**src/rtl/fetch_sequencer.sv**
```systemverilog
// rtl/fetch_sequencer.sv - PC sequencing, single-outstanding imem fetch and decode queue
// Optional FETCH_STALL_CNT_EN adds a saturating stall_cnt output.
module fetch_sequencer #(
    parameter int BUF_DEPTH = 2,
    parameter int PC_STEP   = 4
) (
    input  logic        clk,
    input  logic        reset,
    input  logic [31:0] pc_in,
    output logic [31:0] pc_next,
    output logic        pc_write,
    output logic        imem_req_valid,
    output logic [31:0] imem_req_addr,
    input  logic        imem_req_ready,
    input  logic        imem_resp_valid,
    input  logic [31:0] imem_resp_data,
    input  logic        redirect_valid,
    input  logic [31:0] redirect_target,
    output logic        id_valid,
    output logic [31:0] id_instr,
    output logic [31:0] id_pc,
    input  logic        id_ready
`ifdef FETCH_STALL_CNT_EN
    ,
    output logic [31:0] stall_cnt
`endif
);

    localparam int AW = $clog2(BUF_DEPTH);
    localparam int CW = AW + 1;
    localparam logic [CW-1:0] DEPTH_C = CW'(BUF_DEPTH);

    localparam logic [1:0] S_IDLE = 2'd0;
    localparam logic [1:0] S_REQ  = 2'd1;
    localparam logic [1:0] S_WAIT = 2'd2;
    localparam logic [1:0] S_DROP = 2'd3;

    logic [1:0]    state_q, state_d;
    logic          reserved_q;
    logic [31:0]   req_pc_q;
    logic [AW-1:0] wr_ptr_q, rd_ptr_q;
    logic [CW-1:0] count_q;
    logic [31:0]   mem_instr_q [BUF_DEPTH];
    logic [31:0]   mem_pc_q    [BUF_DEPTH];
    logic [31:0]   last_instr_q, last_pc_q;

    logic          redirect_act, handshake, push, pop;
    logic [CW-1:0] occupancy;

    // Redirects are ignored in IDLE so a pulse during reset recovery cannot move the PC.
    assign redirect_act   = redirect_valid && (state_q != S_IDLE);
    assign occupancy      = count_q + CW'(reserved_q);
    assign imem_req_valid = (state_q == S_REQ) && (occupancy < DEPTH_C) && !redirect_valid;
    assign imem_req_addr  = pc_in;
    assign handshake      = imem_req_valid && imem_req_ready;
    assign push           = (state_q == S_WAIT) && imem_resp_valid && !redirect_valid;
    assign id_valid       = (count_q != '0);
    assign pop            = id_valid && id_ready;
    assign pc_write       = redirect_act || handshake;
    assign pc_next        = redirect_act ? redirect_target :
                            handshake    ? pc_in + 32'(PC_STEP) : 32'd0;
    assign id_instr       = id_valid ? mem_instr_q[rd_ptr_q] : last_instr_q;
    assign id_pc          = id_valid ? mem_pc_q[rd_ptr_q]    : last_pc_q;

    always_comb begin
        state_d = state_q;
        if (state_q == S_IDLE) begin
            state_d = S_REQ;
        end else if (redirect_act) begin
            // A response already on the bus this cycle is the in-flight one; nothing left to drop.
            state_d = ((state_q == S_WAIT || state_q == S_DROP) && !imem_resp_valid) ? S_DROP : S_REQ;
        end else begin
            case (state_q)
                S_REQ:   if (handshake)       state_d = S_WAIT;
                S_WAIT:  if (imem_resp_valid) state_d = S_REQ;
                S_DROP:  if (imem_resp_valid) state_d = S_REQ;
                default: state_d = S_IDLE;
            endcase
        end
    end

    always_ff @(posedge clk or posedge reset) begin
        if (reset) begin
            state_q    <= S_IDLE;
            reserved_q <= 1'b0;
            req_pc_q   <= 32'd0;
        end else begin
            state_q <= state_d;
            if (redirect_act || push) begin
                reserved_q <= 1'b0;
            end else if (handshake) begin
                reserved_q <= 1'b1;
            end
            if (handshake) begin
                req_pc_q <= pc_in;
            end
        end
    end

    always_ff @(posedge clk or posedge reset) begin
        if (reset) begin
            wr_ptr_q     <= '0;
            rd_ptr_q     <= '0;
            count_q      <= '0;
            last_instr_q <= 32'd0;
            last_pc_q    <= 32'd0;
            for (int i = 0; i < BUF_DEPTH; i++) begin
                mem_instr_q[i] <= 32'd0;
                mem_pc_q[i]    <= 32'd0;
            end
        end else begin
            if (id_valid) begin
                last_instr_q <= mem_instr_q[rd_ptr_q];
                last_pc_q    <= mem_pc_q[rd_ptr_q];
            end
            if (redirect_act) begin
                rd_ptr_q <= wr_ptr_q;
                count_q  <= '0;
            end else begin
                if (push) begin
                    mem_instr_q[wr_ptr_q] <= imem_resp_data;
                    mem_pc_q[wr_ptr_q]    <= req_pc_q;
                    wr_ptr_q              <= wr_ptr_q + 1'b1;
                end
                if (pop) begin
                    rd_ptr_q <= rd_ptr_q + 1'b1;
                end
                count_q <= count_q + CW'(push) - CW'(pop);
            end
        end
    end

`ifdef FETCH_STALL_CNT_EN
    logic stall_inc;
    assign stall_inc = ((state_q == S_REQ) && (count_q == DEPTH_C)) ||
                       (state_q == S_WAIT) || (state_q == S_DROP);

    always_ff @(posedge clk or posedge reset) begin
        if (reset) begin
            stall_cnt <= 32'd0;
        end else if (redirect_act) begin
            stall_cnt <= 32'd0;
        end else if (stall_inc && (stall_cnt != 32'hFFFF_FFFF)) begin
            stall_cnt <= stall_cnt + 32'd1;
        end
    end
`endif

endmodule

```
**config.mk**
```make
export PLATFORM = sky130hd
export DESIGN_NAME = fetch_sequencer
export DESIGN_NICKNAME = d
export VERILOG_FILES = /design/src/rtl/fetch_sequencer.sv
export SDC_FILE = /design/constraint.sdc
export NUM_CORES = 1
export LEC_CHECK = 0
export CAP_MARGIN = 5
export CELL_PAD_IN_SITES_DETAIL_PLACEMENT = 0
export CELL_PAD_IN_SITES_GLOBAL_PLACEMENT = 1
export CORE_MARGIN = 4
export CORE_UTILIZATION = 43
export DETAILED_ROUTE_END_ITERATION = 6
export PLACE_DENSITY = 0.84
export SLEW_MARGIN = 20
export SYNTH_ARGS = -nofsm -noshare
export SYNTH_HDL_FRONTEND = slang
export SYNTH_SLANG_ARGS = --single-unit
```
**constraint.sdc**
```tcl
create_clock -name clk -period 11.8 [get_ports clk]
set_input_delay 2.36 -clock clk [delete_from_list [all_inputs] [get_ports clk]]
set_output_delay 2.36 -clock clk [all_outputs]
set_load 0.05 [all_outputs]
```
# After elaboration in Yosys (flattened, before gate mapping)
# Cells that the tools add are included.
dict set report op_classes {
  addsub 6
  n_eq_ne 5
  reduce_logical 22
  n_mux 25
  order_cmp 4
  n_bitwise 3
}
# op count
set ops {}
lappend ops {{$mux W32} 11}
lappend ops {{$bwmux W64} 2}
lappend ops {{$add A32 B3 Y32 const B} 1}
lappend ops {{$demux W32 S1} 1}
lappend ops {{$mux W2} 6}
lappend ops {{$logic_and A1 B1 Y1} 9}
lappend ops {{$reduce_bool A2 Y1} 4}
lappend ops {{$add A2 B1 Y2} 2}
lappend ops {{$eq A2 B2 Y1 const B} 2}
lappend ops {{$ge A2 B2 Y1 const B} 2}
lappend ops {{$mux W1} 4}
lappend ops {{$ne A4 B1 Y1 const B} 1}
lappend ops {{$ne A4 B3 Y1 const B} 1}
lappend ops {{$not A1 Y2} 2}
lappend ops {{$pmux W2 S2} 1}
lappend ops {{$reduce_and A2 Y1} 2}
lappend ops {{$logic_or A1 B1 Y1} 3}
lappend ops {{$add A1 B1 Y1 const B} 2}
lappend ops {{$eq A2 B1 Y1 const B} 1}
lappend ops {{$logic_not A1 Y1} 2}
lappend ops {{$logic_not A2 Y1} 1}
lappend ops {{$lt A2 B1 Y1 const B} 1}
lappend ops {{$lt A2 B2 Y1 const B} 1}
lappend ops {{$reduce_or A2 Y1} 1}
lappend ops {{2 further kinds} 2}
dict set report word_totals {
  in_bits 102
  out_inout_bits 131
  reg_bits 231
  word_cells 77
}

# Depth between registers and ports, before layout
# Gate-level depths: netlist of run 1.
dict set report depth {
  word_depth 9
  ltp_mapped 9
}

# Worst setup path before layout of run 1
# No wires, ideal clock.
dict set report synth_path {
  kind {input to output}
  startpoint {in redirect_valid}
  endpoint {out pc_next[17]}
  t_arrival_ns 4.499
  path_buffers 2
  stages 5
  setup_slack_ns 4.941
  path_cell_list {nand4bb_1 > or3_1 > buf_2 > clkbuf_1 > o21ai_0}
}
dict set report synth_via {
  elab_chain_cells 5
}
# element line_no
set synth_rtl {}
lappend synth_rtl {{start, declared} 17} ;# input logic redirect_valid,
lappend synth_rtl {{$logic_not A1 Y1} 53} ;# assign imem_req_valid = (state_q == S_REQ) && (occupancy < DEPTH_C) && !redirect_valid;
lappend synth_rtl {{$logic_and A1 B1 Y1} 53}
lappend synth_rtl {{$logic_and A1 B1 Y1} 55} ;# assign handshake = imem_req_valid && imem_req_ready;
lappend synth_rtl {{$mux W32} 61} ;# handshake ? pc_in + 32'(PC_STEP) : 32'd0;
lappend synth_rtl {{$mux W32 (*)} 60} ;# assign pc_next = redirect_act ? redirect_target :
lappend synth_rtl {{end, declared} 10} ;# output logic [31:0] pc_next,
# Every way passes the cells marked *; elsewhere a longest branch is shown, timed or not.

# Worst setup path in the final report of run 1
dict set report layout_path {
  startpoint {in redirect_valid}
  endpoint {out pc_next[20]}
}
# The elaborated chain is that of the path after synthesis.

==> results of run 1 <==
-- stage by stage --
step | std cells | util, % | setup WS, ns
detailed placement | 1407 | 54.0 | 3.72
global route | 1448 | 57.1 | 3.52
global placement | 1407 | 54.0 | 3.82
CTS | 1448 | 57.1 | 3.70
finish | 1448 | 57.1 | 3.69
floorplan | 933 | - | 3.11
-- cell usage after synthesis (7+ instances only) --
library cell | n | share of area, %
nand3_1 | 13 | 0.62
nor3_1 | 12 | 0.57
nor4_1 | 12 | 0.72
buf_2 | 20 | 0.96
nor2_1 | 73 | 2.6
o211ai_1 | 9 | 0.64
nand4_1 | 12 | 0.72
buf_4 | 32 | 2.3
xor2_1 | 7 | 0.59
inv_1 | 7 | 0.25
xnor2_1 | 12 | 1.0
mux2_2 | 128 | 14
dfrtp_1 | 231 | 55
o21ai_0 | 21 | 1.0
mux2i_1 | 64 | 6.1
clkbuf_1 | 28 | 1.0
and3_1 | 7 | 0.42
nand2_1 | 135 | 4.8
a21oi_1 | 64 | 3.1
-- final timing paths --
path                                     to  slack (ns)  cells after the start
setup / recovery                pc_next[20]        3.69                      7
hold reg to reg                req_pc_q[24]        0.50                      2
min in group asynchronous   mem_instr_q[30]        2.37                      2
hold / removal                 req_pc_q[24]        0.50                      2
max in group asynchronous  last_instr_q[24]        7.26                      4
setup reg to reg                 count_q[1]        8.85                      9
-- final cells by class --
type,instances,area [µm²],share of cell area (%)
Clock buffer,37,701,5.17
Clock inverter,4,25.0,0.185
Inverter,7,33.8,0.249
Multi-Input combinational cell,610,4230,31.2
Sequential cell,231,5780,42.7
Tap cell,319,399,2.94
Timing Repair Buffer,240,2380,17.6
-- power groups by stage --
stage	clock [µW]	sequential [µW]	combinational, µW
floorplan	0	1140	1660
global placement	0	1180	2390
detailed placement	0	1190	2400
CTS	715	1180	2410
global route	748	1200	2520
finish	693	1180	2390
-- metal layers --
layer / up-vias / part of all wire, % / GRT usage (%)
li1: 3571 / - / -
met1: 3645 / 45 / 25.9
met2: 226 / 47 / 31.7
met3: 29 / 6.7 / 4.02
met4: 0 / 1.5 / 4.35
met5: - / 0 / 0
-- worst max-delay path, stage by stage --
cell,delay (ns)
clkdlybuf4s50_1,0.46
nand4bb_1,0.43
or3_2,0.65
buf_4,0.34
or4_1,0.56
nand3_1,0.10
clkdlybuf4s50_1,0.82
-- state kept, by name, summed over array words and instances (netlist names) --
name          cells
last_instr_q     32
wr_ptr_q          1
state_q           2
mem_pc_q         64
last_pc_q        32
req_pc_q         32
mem_instr_q      64
rd_ptr_q          1
reserved_q        1
count_q           2
-- logic make-up (layout without fill, tap and decap cells) --
kind of cell,after synthesis,in the layout,share of synthesized area (%)
adders and majority gates,3,3,0.358
xor gates and xnor gates,19,19,1.59
AOI/OAI and AO/OA,104,104,5.52
and+or+nand+nor,292,292,12.8
buffers and inverters,92,288,4.68
DFF,231,231,55.2
muxes,192,192,19.9
-- layout by cell type, fill, tap and decap left out, types with 2 or more instances in the layout --
cell type / instances
o21ai_0: 21
a21oi_1: 64
mux2i_1: 64
a211o_1: 2
buf_4: 8
nand2_1: 134
clkbuf_16: 25
nor3_1: 11
nand3_1: 13
nand4_1: 12
clkbuf_1: 9
dfrtp_1: 230
clkdlybuf4s50_1: 232
nor4_1: 12
nand4_4: 2
xor2_1: 7
xnor2_1: 12
clkinvlp_4: 2
o311ai_0: 2
nand4b_1: 2
clkbuf_8: 3
or2_2: 2
o211ai_1: 9
nand2b_1: 2
ha_1: 3
and4_1: 2
and2_1: 3
and3_1: 7
clkinv_2: 2
or4b_1: 2
nor2_1: 73
or4_1: 4
mux2_2: 128
inv_1: 6
==> out/metrics.csv, run 1 <==
metric,value,unit
outcome,finished clean,
Total Neg Setup Slack,0,ns
largest net degree at the start of global routing,104,
clock slew at reported path FFs,0.06,ns
nets,1219,
Die X,164,µm
Via density,5.16,
final instance area,13600,µm²
gpl congestion,0.791,
DR WL/cell,17.9,µm
Worst Hold Class,register to register,
CTS max path bufs,3,
critical path type,primary input to output port,
Syn Inst Count,933,
H-tree depth,1,
IO Pins,233,
hold_buf cts,0,
final max-slew violation count,0,
Logic pwr share,56.1,%
core footprint,23800,µm²
Synth cell types,44,
RSZ-0062 raised after global routing,false,
Worst Path Max Fanout,50,
hold_sp,req_pc_q[24],
GRT Util Overall,19.1,%
number of synthesized register bits,231,
Flop pwr share,27.6,%
Die Ht,164,µm
Main synth FF type,dfrtp_1,
final setup vio count,0,
CP startpoint kind,primary input,
Tcrit/Tclk final,68.7,%
switching power total,2050,µW
worst vdd ir,0.299,mV
DRC Markers,0,
final count of hold timing violations,0,
power density cells,314,nW/µm²
Sw Ratio,48.2,%
"EDFF count, synth",0,
Syn Area/Cell,11.2,µm²
"Cell Area, Synth",10500,µm²
first-pass GRT wire length,41500,µm
Post-DP Area,12800,µm²
CP startpoint,redirect_valid,
CP required,9.44,ns
FP Rows,56,
share of cells above drive strength 1,16.0,%
Worst setup EP type,output port,
Clk Tree Root Cell,clkbuf_16,
cell-internal power,2200,µW
Max Cap Violations,0,
Hold Slack,0.500,ns
"Warnings, synthesis",0,
IO buf count,232,
DRT Pass-1 Iters,7,
Vias,7471,
Clock Power Share,16.3,%
syn nets,1038,
Worst EP arrival,5.75,ns
Max Clock Freq,123,MHz
Post-CTS Setup Bufs,0,
die area,26900,µm²
Tot Pwr,4260,µW
post-route minimum period,8.11,ns
sequential share of the synthesized area,55.2,%
1st-iter DRT viols,367,
Post-synth ARST share,100,%
Fillers,2021,
antenna violations before repair,0,
Worst-Skew Late Latency,0.50,ns
post-route ant nets,0,
number of global-route vias before repair,7670,
FF-to-FF Start,count_q[1],
Pleak,0.00609,µW
Area Overhead vs Synth,29.3,%
slew margin rel.,34.8,%
Worst Tran Pin Value,0.978,ns
Clock Sinks,231,
Starting Density,44.1,%
HPWL after detailed placement,17400,µm
antenna cells,0,
Setup Skew,0.0116,ns
TritonCTS buffer count,24,
CTS tree,yes,
CTS resizes,0,
Final Routed Wirelength,25900,µm
GRT overflow,0,
(Power assumes the default switching activity.)
==> inputs of run 2 (changes only) <==
Settings changed: CORE_UTILIZATION 43 to 40, PLACE_DENSITY 0.84 to 0.79.
Clock period 11.8 ns to 8.2 ns, I/O delays scaled along.
==> run 2 against run 1 <==
Net effect:
- clock-buffer cell count is 4 higher
- global-route usage is 1.1 points lower
- combinational power is 43% higher
- register-to-register slack worse by 3.6 ns
- critical path depth stayed put
- largest cell class unchanged
- non-clock buffer count is 1 lower
- power is 45% higher
- critical path type unchanged
==> out/metrics.csv, run 2 (same netlist as run 1, synthesis figures left out) <==
metric,value,unit,change
top layer in use,met4,,unchanged
CP required,6.56,ns,was 9.44 ns
HPWL after detailed placement,17000,µm,"was 17,400 µm"
1st-iter DRT viols,442,,was 367
Max Clock Freq,156,MHz,
power density cells,454,nW/µm²,was 314 nW/µm²
FP Rows,58,,was 56
final worst slack,1.80,ns,was 3.69 ns
met3 routed WL,1730,µm,about the same
met2 wire len,12100,µm,"was 12,200 µm"
"commonest non-fill, non-tap cell in the layout",clkdlybuf4s50_1,,unchanged
"commonest cells after routing, fill and taps aside","232 x clkdlybuf4s50_1, 230 x dfrtp_1, 134 x nand2_1",,unchanged
Tcrit/Tclk final,78.1,%,
DRC Markers,0,,unchanged
CP startpoint kind,primary input,,unchanged
TritonCTS buffer count,27,,was 24
final max-slew violation count,0,,unchanged
CTS tree,yes,,unchanged
Starting Density,41.1,%,was 44.1%
share of cells above drive strength 1,16.2,%,was 16.0%
"CP delay by family, top",buffers and inverters,,was simple AND/OR/NAND/NOR gates
post-route ant nets,0,,unchanged
slew margin rel.,30.9,%,was 34.8%
Sw Ratio,47.9,%,was 48.2%
cell-internal power,3220,µW,was 2200 µW
Worst-Skew Late Latency,0.52,ns,was 0.50 ns
CTS resizes,0,,unchanged
largest net degree at the start of global routing,153,,was 104
WL met1,11900,µm,"was 11,600 µm"
Worst setup EP type,output port,,unchanged
antenna cells,0,,unchanged
CTS max path bufs,3,,unchanged
DRT Pass-1 Iters,4,,was 7
nets,1221,,"was 1,219"
Worst Tran Pin Value,1.04,ns,was 0.978 ns
Die Ht,170,µm,was 164 µm
Clk Tree Root Cell,clkbuf_16,,unchanged
outcome,finished clean,,unchanged
Via density,5.12,,was 5.16
GRT Util Overall,18.0,%,was 19.1%
hold_buf cts,0,,unchanged
Setup WS pre-CTS,1.77,ns,was 3.72 ns
switching power total,2960,µW,was 2050 µW
die area,28900,µm²,"was 26,900 µm²"
Post-CTS Setup Bufs,0,,unchanged
Die X,170,µm,was 164 µm
Total Neg Setup Slack,0,ns,unchanged
Clock Sinks,231,,unchanged
number of global-route vias before repair,7786,,"was 7,670"
worst path bufs/invs,2,,was 3
Clock Power Share,17.4,%,was 16.3%
Largest regs,"mem_instr_q (64), mem_pc_q (64)",,unchanged
Area Overhead vs Synth,30.1,%,was 29.3%
Final Routed Wirelength,26100,µm,"was 25,900 µm"
Worst Hold Class,register to register,,unchanged
IO buf count,232,,unchanged
clock slew at reported path FFs,0.06,ns,about the same
first-pass GRT wire length,42300,µm,"was 41,500 µm"
Max Cap Violations,0,,unchanged
worst vdd ir,0.356,mV,was 0.299 mV
final setup vio count,0,,unchanged
Flop pwr share,27.3,%,was 27.6%
post-route minimum period,6.40,ns,
antenna violations before repair,0,,unchanged
Logic pwr share,55.3,%,was 56.1%
IO Pins,233,,unchanged
final count of hold timing violations,0,,unchanged
Tot Pwr,6190,µW,was 4260 µW
core footprint,25500,µm²,"was 23,800 µm²"
Pleak,0.00613,µW,was 0.00609 µW
worst stage delay on the critical path,0.72,ns,was 0.82 ns
DR WL/cell,17.8,µm,was 17.9 µm
RSZ-0062 raised after global routing,false,,unchanged
"most used cell, CP",clkdlybuf4s50_1,,unchanged
Vias,7492,,"was 7,471"
H-tree depth,1,,unchanged
Setup Skew,0.0104,ns,was 0.0116 ns
Worst EP arrival,4.76,ns,was 5.75 ns
CP max stage cell,clkdlybuf4s50_1,,unchanged
Worst Path Max Fanout,6,,was 50
gpl congestion,0.828,,was 0.791
GRT overflow,0,,unchanged
critical path type,primary input to output port,,unchanged
crit-path cells,"clkdlybuf4s50_1, ha_1, nand4_1, nor3_1, a311oi_1, a221o_1, clkdlybuf4s50_1",,"was clkdlybuf4s50_1, nand4bb_1, or3_2, buf_4, or4_1, nand3_1, clkdlybuf4s50_1"
-- run 2: cell count changes in the layout (fill, tap and decap cells not counted), sizes merged --
cell / previous run / this run
clkinv: 2 / 6
clkinvlp: 2 / 0
inv: 7 / 6
clkbuf: 37 / 41
buf: 8 / 7
-- run 2: worst paths after layout --
kind / slack [ns] / cells after the start / endpoint / start
setup / recovery: 1.80 / 7 / pc_next[26] / pc_in[2]
hold / removal: 0.49 / 2 / req_pc_q[12] / req_pc_q[12]
setup reg to reg: 5.21 / 9 / count_q[1] / count_q[0]
hold reg to reg: 0.49 / 2 / req_pc_q[12] / req_pc_q[12]
max in group asynchronous: 5.24 / 3 / mem_instr_q[62] / reset
min in group asynchronous: 1.59 / 2 / last_instr_q[29] / reset
-- run 2: tightest hold or removal path: cells and delay by family (launching register included) --
family           cells  cell delay (ns)
flip-flops           1             0.35
AND/OR/NAND/NOR      2             0.11
-- run 2: per-layer routing --
layer,up-vias,track usage (%)
li1,3588,-
met1,3677,25.0
met2,199,29.6
met3,28,3.81
met4,0,3.40
met5,-,0
-- run 2: power groups by stage --
stage	Combinational, µW	Sequential [µW]	Clock [µW]
after detailed placement	3450	1720	0
after floorplan	2380	1640	0
final	3420	1690	1080
after global routing	3650	1730	1160
after global placement	3440	1700	0
after CTS	3470	1700	1110
-- run 2: layout make-up --
cell class	instances	area [µm²]
clock buffers	41	768
clock inverters	5	25.0
fillers	2271	11800
inverters	7	38.8
multi-input cells	610	4230
flip-flops and latches	231	5780
well taps	330	413
repair buffers	239	2380
-- run 2: per-stage QoR --
stage | util (%) | instance area (µm²) | instances | hold WS (ns)
floorplan | - | 10500 | 933 | 0.458
global placement | 50.4 | 12800 | 1417 | 0.480
detailed placement | 50.4 | 12800 | 1417 | 0.483
CTS | 53.5 | 13600 | 1463 | 0.496
global route | 53.5 | 13600 | 1463 | 0.510
finish | 53.5 | 13600 | 1463 | 0.494
==> inputs of run 3 (changes only) <==
Clock period 8.2 ns to 6.1 ns, I/O delays scaled along.
==> run 3 against run 2 <==
Net effect:
- core utilization rose by 0.93 points
- worst setup slack got worse by 1.1 ns
- die area unchanged
- highest routed layer unchanged
- sequential power is 36% higher
- final cell count rose by 0.82%
- largest power group unchanged
- combinational power up 35%
- first-iteration DRC count is 0.68% higher
- global-route usage is 0.44 points higher
- clock power rose by 56%
==> out/metrics.csv, run 3 (same netlist as run 1, synthesis figures left out) <==
metric,value,unit,change
HPWL after detailed placement,18100,µm,"was 17,000 µm"
DRC Markers,0,,unchanged
final max-slew violation count,0,,unchanged
H-tree depth,1,,unchanged
Area Overhead vs Synth,32.4,%,was 30.1%
critical path type,primary input to output port,,unchanged
CP required,4.88,ns,was 6.56 ns
Sw Ratio,46.8,%,was 47.9%
Vias,7494,,"was 7,492"
Fillers,2241,,"was 2,271"
Worst Tran Pin Value,1.06,ns,was 1.04 ns
met1 Usage GRT,25.4,%,was 25.0%
Clk Tree Root Cell,clkbuf_16,,unchanged
IO buf count,232,,unchanged
final count of hold timing violations,0,,unchanged
Finished Layout Cells,1475,,"was 1,463"
GRT Max-Usage Layer,met2,,unchanged
Flop pwr share,26.6,%,was 27.3%
share of cells above drive strength 1,17.9,%,was 16.2%
nets,1231,,"was 1,221"
core footprint,25500,µm²,unchanged
Worst Path Max Fanout,8,,was 6
number of cells after detailed placement,1429,,"was 1,417"
clock slew at reported path FFs,0.06,ns,about the same
Setup Skew,0.0157,ns,was 0.0104 ns
cell-internal power,4570,µW,was 3220 µW
"commonest cells after routing, fill and taps aside","231 x clkdlybuf4s50_1, 230 x dfrtp_1, 134 x nand2_1",,"was 232 x clkdlybuf4s50_1, 230 x dfrtp_1, 134 x nand2_1"
CP startpoint,pc_in[11],,was pc_in[2]
RSZ-0062 raised after global routing,false,,unchanged
Via density,5.08,,was 5.12
Post-CTS Setup Bufs,0,,unchanged
GRT Util Overall,18.4,%,was 18.0%
power density cells,619,nW/µm²,was 454 nW/µm²
Worst setup EP type,output port,,unchanged
outcome,finished clean,,unchanged
Max Clock Freq,185,MHz,
Tcrit/Tclk final,88.7,%,
Worst EP arrival,4.19,ns,was 4.76 ns
hold_buf cts,0,,unchanged
Clock Power Share,19.6,%,was 17.4%
Die X,170,µm,unchanged
worst vdd ir,0.459,mV,was 0.356 mV
Max Cap Violations,0,,unchanged
IO Pins,233,,unchanged
TritonCTS buffer count,25,,was 27
first-pass GRT wire length,43100,µm,"was 42,300 µm"
Total Neg Setup Slack,0,ns,unchanged
die area,28900,µm²,unchanged
gpl congestion,0.810,,was 0.828
antenna cells,0,,unchanged
CTS max path bufs,3,,unchanged
final setup vio count,0,,unchanged
hold_sp,req_pc_q[14],,was req_pc_q[12]
post-route ant nets,0,,unchanged
Clock Sinks,231,,unchanged
FP Rows,58,,unchanged
number of global-route vias before repair,7870,,"was 7,786"
CTS tree,yes,,unchanged
Worst Hold Class,register to register,,unchanged
switching power total,4020,µW,was 2960 µW
antenna violations before repair,0,,unchanged
GRT overflow,0,,unchanged
Starting Density,41.1,%,unchanged
"commonest non-fill, non-tap cell in the layout",clkdlybuf4s50_1,,unchanged
met2 usage,30.5,%,was 29.6%
post-route minimum period,5.41,ns,
Largest regs,"mem_instr_q (64), mem_pc_q (64)",,unchanged
DR WL/cell,18.1,µm,was 17.8 µm
DRT Pass-1 Iters,5,,was 4
Pleak,0.00626,µW,was 0.00613 µW
Tot Pwr,8580,µW,was 6190 µW
CTS resizes,0,,unchanged
CP startpoint kind,primary input,,unchanged
Worst-Skew Late Latency,0.52,ns,about the same
Logic pwr share,53.7,%,was 55.3%
Final Routed Wirelength,26700,µm,"was 26,100 µm"
1st-iter DRT viols,445,,was 442
slew margin rel.,29.4,%,was 30.9%
Die Ht,170,µm,unchanged
met3 Use GR,3.81,%,unchanged
largest net degree at the start of global routing,94,,was 153
FF-to-FF Start,state_q[0],,was count_q[0]
[run 3: cell count changes in the layout (fill, tap and decap cells not counted), sizes merged]
cell           delta
buf              +13
bufinv            +7
clkbuf           -12
clkdlybuf4s50     -1
clkinv            +1
clkinvlp          +3
inv               +1
[run 3: layout make-up]
cell class / instances / area (µm²) / share of cell area [%]
Timing Repair Buffer: 251 / 2490 / 17.9
Sequential cell: 231 / 5780 / 41.7
Multi-Input combinational cell: 610 / 4230 / 30.5
Inverter: 7 / 30.0 / 0.216
Tap cell: 330 / 413 / 2.98
Clock buffer: 29 / 661 / 4.76
Clock inverter: 17 / 269 / 1.94
[run 3: through the flow]
step           cell area, µm²  setup slack (ns)  util [%]  hold WS [ns]
2_1_floorplan           10500              1.52         -         0.458
3_3_place_gp            12900             0.719      50.8         0.481
3_5_place_dp            12900             0.721      50.8         0.482
4_1_cts                 13900             0.686      54.5         0.497
5_1_grt                 13900             0.520      54.5         0.519
6_report                13900             0.691      54.5         0.495
[run 3: path summary, 6_finish.rpt]
check	slack [ns]	cells past startpoint	to
setup reg to reg	3.56	6	mem_pc_q[43]
min in group asynchronous	1.13	2	last_pc_q[5]
hold / removal	0.49	2	req_pc_q[14]
hold reg to reg	0.49	2	req_pc_q[14]
setup / recovery	0.69	6	pc_next[29]
max in group asynchronous	3.77	3	req_pc_q[19]
[run 3: power by group through the flow]
stage	clock, µW	sequential, µW	combinational (µW)
3_3_place_gp	0	2300	4630
3_5_place_dp	0	2320	4650
6_report	1690	2290	4610
4_1_cts	1730	2290	4680
5_1_grt	1800	2340	4910
2_1_floorplan	0	2210	3200
[run 3: worst max-delay path: stages]
cell and delay, ns:
clkdlybuf4s50_1 0.68, nand4_4 0.19, or4_1 0.58, or4b_1 0.52, o211ai_1 0.15, clkdlybuf4s50_1 0.85
[run 3: metal layers]
| metal | routed length [µm] | up-vias | part of all wire (%) |
|---|---|---|---|
| met2 | 12600 | 190 | 47 |
| met3 | 1620 | 31 | 6.1 |
| met1 | 12000 | 3684 | 45 |
| met4 | 450 | 0 | 1.7 |
| met5 | 0 | - | 0 |
| li1 | - | 3589 | - |
